**src/rtl/mem_arbiter.sv**
```systemverilog
// Two-port arbiter for a single-port synchronous RAM shared by the CPU (port 0)
// and the VGA fetch engine (port 1).
module mem_arbiter #(
    parameter int AW     = 12,
    parameter int DW     = 8,
    parameter int STARVE = 8
) (
    input  logic          clk,
    input  logic          clr,

    input  logic          req0,
    input  logic          we0,
    input  logic [AW-1:0] addr0,
    input  logic [DW-1:0] wdata0,
    output logic          gnt0,
    output logic          rvalid0,

    input  logic          req1,
    input  logic          we1,
    input  logic [AW-1:0] addr1,
    input  logic [DW-1:0] wdata1,
    input  logic          urgent1,
    output logic          gnt1,
    output logic          rvalid1,

    output logic [DW-1:0] rdata,

    output logic          mem_en,
    output logic          mem_we,
    output logic [AW-1:0] mem_addr,
    output logic [DW-1:0] mem_wdata,
    input  logic [DW-1:0] mem_rdata,

    output logic [7:0]    starve_cnt
);

    localparam logic [7:0] STARVE_L = 8'(STARVE);

    typedef enum logic [1:0] {
        SEL_NONE = 2'd0,
        SEL_P0   = 2'd1,
        SEL_P1   = 2'd2
    } sel_e;

    sel_e       sel;
    logic       last_q, last_d;
    logic [7:0] wait0_q, wait0_d;
    logic       rtag_vld_q, rtag_vld_d;
    logic       rtag_port_q, rtag_port_d;
    logic       starved;

    assign starved = (wait0_q >= STARVE_L);

    // Winner selection; clr masks all grants so the memory is untouched in reset.
    always_comb begin
        sel = SEL_NONE;
        if (!clr) begin
            if (req0 && !req1) begin
                sel = SEL_P0;
            end else if (req1 && !req0) begin
                sel = SEL_P1;
            end else if (req0 && req1) begin
                if (starved) begin
                    sel = SEL_P0;
                end else if (urgent1) begin
                    sel = SEL_P1;
                end else if (last_q) begin
                    sel = SEL_P0;
                end else begin
                    sel = SEL_P1;
                end
            end
        end
    end

    assign gnt0 = (sel == SEL_P0);
    assign gnt1 = (sel == SEL_P1);

    always_comb begin
        mem_en    = 1'b0;
        mem_we    = 1'b0;
        mem_addr  = addr0;
        mem_wdata = wdata0;
        if (sel == SEL_P0) begin
            mem_en = 1'b1;
            mem_we = we0;
        end else if (sel == SEL_P1) begin
            mem_en    = 1'b1;
            mem_we    = we1;
            mem_addr  = addr1;
            mem_wdata = wdata1;
        end
    end

    always_comb begin
        last_d      = last_q;
        wait0_d     = 8'd0;
        rtag_vld_d  = 1'b0;
        rtag_port_d = 1'b0;
        if (sel != SEL_NONE) begin
            last_d      = (sel == SEL_P1);
            rtag_vld_d  = !mem_we;
            rtag_port_d = (sel == SEL_P1);
        end
        if (req0 && !gnt0) begin
            wait0_d = (wait0_q == 8'hFF) ? 8'hFF : wait0_q + 8'd1;
        end
    end

    always_ff @(posedge clk) begin
        if (clr) begin
            last_q      <= 1'b1;
            wait0_q     <= 8'd0;
            rtag_vld_q  <= 1'b0;
            rtag_port_q <= 1'b0;
        end else begin
            last_q      <= last_d;
            wait0_q     <= wait0_d;
            rtag_vld_q  <= rtag_vld_d;
            rtag_port_q <= rtag_port_d;
        end
    end

    // Gating with clr hides a read that was granted just before reset asserted.
    assign rvalid0    = rtag_vld_q && !rtag_port_q && !clr;
    assign rvalid1    = rtag_vld_q &&  rtag_port_q && !clr;
    assign rdata      = mem_rdata;
    assign starve_cnt = wait0_q;

endmodule

```
**config.mk**
```make
export PLATFORM = sky130hd
export DESIGN_NAME = mem_arbiter
export DESIGN_NICKNAME = d
export VERILOG_FILES = /design/src/rtl/mem_arbiter.sv
export SDC_FILE = /design/constraint.sdc
export NUM_CORES = 1
export LEC_CHECK = 0
export CAP_MARGIN = 10
export CORE_MARGIN = 2
export CORE_UTILIZATION = 32
export CTS_CLUSTER_SIZE = 30
export DETAILED_ROUTE_END_ITERATION = 10
export GPL_TIMING_DRIVEN = 0
export PLACE_DENSITY = 0.88
export SYNTH_ARGS = -nofsm -noshare
export SYNTH_HDL_FRONTEND = slang
export SYNTH_SLANG_ARGS = --single-unit
```
**constraint.sdc**
```tcl
create_clock -name clk -period 7.2 [get_ports clk]
set_clock_uncertainty 0.2 [all_clocks]
set_input_delay 1.8 -clock clk [delete_from_list [all_inputs] [get_ports clk]]
set_output_delay 1.8 -clock clk [all_outputs]
set_load 0.02 [all_outputs]
```
Word level (Yosys, flattened, before mapping)

Index checks and enable logic that the tools add are counted.

Add/subtract/negate cells: 1
Multipliers: 0
Divide/modulo/power cells: 0
Order comparisons: 1
Eq/ne operators: 3
Shift-type cells: 0
Multiplexer cells: 16
Bitwise logic cells: 2
Reductions and logical operators: 17

Operators with widths:

| kind                | count |
|---|---|
| $mux 12             | 2 |
| $mux 8              | 3 |
| $mux 2              | 7 |
| $add 8x1->8 const B | 1 |
| $eq 8x8->1 const B  | 1 |
| $ge 8x4->1 const B  | 1 |
| $logic_and 1x1->1   | 8 |
| $logic_not 1->1     | 6 |
| $mux 1              | 4 |
| $reduce_or 2->1     | 2 |
| $eq 2x1->1 const B  | 1 |
| $eq 2x2->1 const B  | 1 |
| $not 1->1           | 2 |
| $reduce_bool 2->1   | 1 |

Register bits after elaboration: 11
Bits in latches: 0
RAM bits: 0
Bits in read-only memories: 0
Input bits: 55
Output and inout port bits: 42
Word-level logic and storage cells: 44
Memories: 0

Longest topological paths before layout

Depth after elaboration: 12
Depth in mapped cells: 8
Depth with buffers taken out: 6

Worst setup path before layout

No wires, ideal clock.

Path type: input to output
From: input port urgent1
To: output port mem_addr[9]
Arrival: 3376 ps
Data required time: 5200 ps
Slack: 1824 ps
Cell stages on the path: 7
Buffers on the path: 1
Path through: nand2b_1 nand3_1 a211o_1 ha_1 nor2b_1 buf_2 mux2_1

Elaborated cells between the ends (all ways): 10
Classes of those cells: 2 x eq/ne; 8 x mux

RTL lines:

| what            | RTL line | RTL |
|---|---|---|
| start, declared | 22       | `input logic urgent1,` |
| $mux 2          | 65       | `end else if (urgent1) begin` |
| $mux 2          | 63       | `if (starved) begin` |
| $mux 2          | 62       | `end else if (req0 && req1) begin` |
| $mux 2          | 60       | `end else if (req1 && !req0) begin` |
| $mux 2          | 58       | `if (req0 && !req1) begin` |
| $mux 2          | 57       | `if (!clr) begin` |
| $eq 2x1->1      | --       |  |
| net gnt0        | 15       | `output logic gnt0,` |
| $mux 12         | 84       | `if (sel == SEL_P0) begin` |
| end, declared   | 30       | `output logic [AW-1:0] mem_addr,` |

The timed path passes the listed nets, and every way through them passes these cells.

Worst setup path in the final report

From: input port urgent1
To: output port mem_addr[8]

Cells in the longest elaborated chain, start to end: 9
Elaborated cells between the ends (all ways): 10
Classes of those cells: 2 x eq/ne; 8 x mux

RTL lines:

| what       | RTL line | RTL |
|---|---|---|
| $mux 2 *   | 65       |  |
| $mux 2 *   | 63       |  |
| $mux 2 *   | 62       |  |
| $mux 2 *   | 60       |  |
| $mux 2 *   | 58       |  |
| $mux 2 *   | 57       |  |
| $eq 2x2->1 | 87       | `end else if (sel == SEL_P1) begin` |
| $mux 12    | 87       |  |
| $mux 12 *  | 84       |  |

Mark *: on every way between the ends. The rest lies on a longest branch, timed or not.

==> results.yml <==
run_status:
  status: "completed"
finish:
  layout.cells.non_filler: 227
  fin_util: 0.646
  syn_to_final_growth_pct: 97.2
  num_antenna_cells: 0
  final_cell_mix: "clkdlybuf4s50_1 (88), mux2_2 (19), dfxtp_1 (11)"
  final_common_cell: "clkdlybuf4s50_1"
  nNetsFinal: 256
  drive_gt1_frac: 0.216
  postLayoutCellArea_um2: 1920
  fill_cells: 238
sta:
  finalCritPeriodShare: 0.892
  fin_tns_setup_ps: 0
  hold_viol_final: 0
  fmax_mhz: 156
  rsz0062_at_grt: "false"
  slew_headroom: 0.783
  holdWs_ps: 285
  worst_slack_ps: 775
  setup_violations: 0
  slew_violations: 0
  period_needed_ps: 6420
  worstMarginPinSlew_ps: 325
cts:
  clkTransAtPathRegs_ps: 70
  cts_inserted_buffers: 3
  clk_latency_ps: 280
  postCtsSetupRepairBufs: 0
  cts_resized: 0
  clock-sinks: 11
  root_buffer: "clkbuf_4"
  ctsHtreeMaxLevel: 1
  cts_tree: "yes"
  cts_buffer_depth: 2
  ctsHoldBuffers: 0
yosys:
  synth_area_leaders: "dfxtp_1 (23%), mux2_2 (22%), ha_1 (7.7%), buf_4 (6.2%), a21oi_1 (4.6%)"
  ys_seq_area_frac: 0.226
  synth-async-reset-ratio: 0
  ys.flop_type: "dfxtp_1"
  yosys_register_bits: 11
  synth_cell_type_count: 38
  syn_area_um2: 976
  synth-edff-count: 0
  syn-instance-count: 102
  syn_nets: 163
  syn_area_per_cell_um2: 9.57
  yosys_warnings: 0
  yosysTopAreaCell: "dfxtp_1"
  synth_top_area_share: 0.226
place:
  dp.cells: 223
  pre_cts_slack_ps: 806
  postPlaceCellArea_um2: 1900
  place.gp.congestion: 0.733
  hpwl_mm: 2.91
  io_buffers: 88
route:
  drt_iter0_markers: 15
  route.detailed.drc: 0
  firstDrtPassIters: 4
  final_antenna_net_count: 0
  vias_per_cell: 5.06
  wl_mm: 3.40
  routedWlPerCell_um: 15.0
  vias: 1148
power_and_ir_drop:
  power_density_nw_per_um2: 110
  irDropWorstVdd_mv: 0.0536
  finalPower_mw: 0.212
  cellLeakagePower_nw: 0.754
floorplan:
  ios: 97
  die_h_um: 59.2
  start_util: 0.328
  die_area_um2: 3510
  core_um2: 2980
  die_x_um: 59.2
  rows: 20
setup_path:
  crit_chain: "clkdlybuf4s50_1, nand2b_1, nand3_1, a211o_1, ha_1, nor2b_1, buf_2, mux2_2, clkdlybuf4s50_1"
  cp_slowest_cell: "clkdlybuf4s50_1"
  worst-path-buf-inv: 3
  cpPeakStageDelay_ps: 560
  critPathArrivalTime_ps: 4420
  cpMostUsedCell: "clkdlybuf4s50_1"
  cp-start-kind: "input port"
  end_kind: "output port"
  crit_family: "buffers and inverters"
  worstPathMaxFanout: 10
  path_class: "in -> out"
  crit_required_ps: 5200
global_route:
  grt_pass1_vias: 1146
  overflow: 0
  grt_max_degree: 11
  antenna_found_initial: 0
  grt_use_total: 0.197
  grt_first_pass_wirelength_mm: 5.09
worst_hold_path:
  hold_class: "reg -> reg"
job:
  drv_cap: 0
==> cells in the mapped netlist, types with 2 or more instances <==
library cell and instances:
buf_2 3, a21oi_1 9, inv_1 5, a211o_1 2
nand3_1 4, mux2_2 19, nor3_2 4, and3_1 2
buf_4 8, a31oi_1 2, nor2b_1 2, ha_1 6
dfxtp_1 11
==> power by group <==
| part | total [mW] | switching [mW] | internal, mW | leakage, nW |
|---|---|---|---|---|
| registers | 0.0639 | 0.00145 | 0.0624 | 0.0894 |
| logic | 0.103 | 0.0411 | 0.0616 | 0.649 |
| clock network | 0.0454 | 0.0238 | 0.0215 | 0.0150 |
| total | 0.212 | 0.0664 | 0.146 | 0.754 |
==> registers in the layout, indices dropped and copies added (netlist names) <==
register and cells:
rtag_port_q 1, last_q 1, rtag_vld_q 1, starve_cnt 8
==> logic make-up (layout without fill, tap and decap cells) <==
kind of cell               after synthesis  count (layout)  synth area share
DFF                                     11              11             0.226
buffers and inverters                   18             110             0.112
adders and majority gates                6               6            0.0769
xor gates and xnor gates                 2               2            0.0180
AOI/OAI and AO/OA                       19              19             0.128
muxes                                   20              20             0.231
and+or+nand+nor                         26              26             0.209
==> layout make-up <==
type	count	area (µm²)	area share
Buffer	13	90.1	0.0468
Multi-Input combinational cell	73	647	0.336
Tap cell	33	41.3	0.0215
Clock buffer	4	26.3	0.0137
Sequential cell	11	220	0.114
Inverter	5	18.8	0.00975
Timing Repair Buffer	88	881	0.458
==> worst paths after layout <==
path	slack [ps]	cells after the start	startpoint	to
min reg2reg	280	2	last_q	last_q
max	780	9	urgent1	mem_addr[8]
min	280	2	last_q	last_q
max reg2reg	4900	8	starve_cnt[5]	starve_cnt[5]
==> worst register-to-register path: stages (launching register included) <==
cell	delay, ps
dfxtp_1	310
buf_2	170
nor3_2	200
nand3_1	150
a211o_1	340
ha_1	270
or2_1	270
buf_6	140
nor3_2	170
==> layer usage <==
layer  share of wire  vias up  global-route usage  wire [µm]
li1                -      550                   -          -
met1            0.37      538               0.212       1240
met2            0.56       52               0.353       1900
met3           0.051        8              0.0328        174
met4           0.025        0               0.120         84
met5               0        -                   0          0
Power figures use the tool's default switching activity.
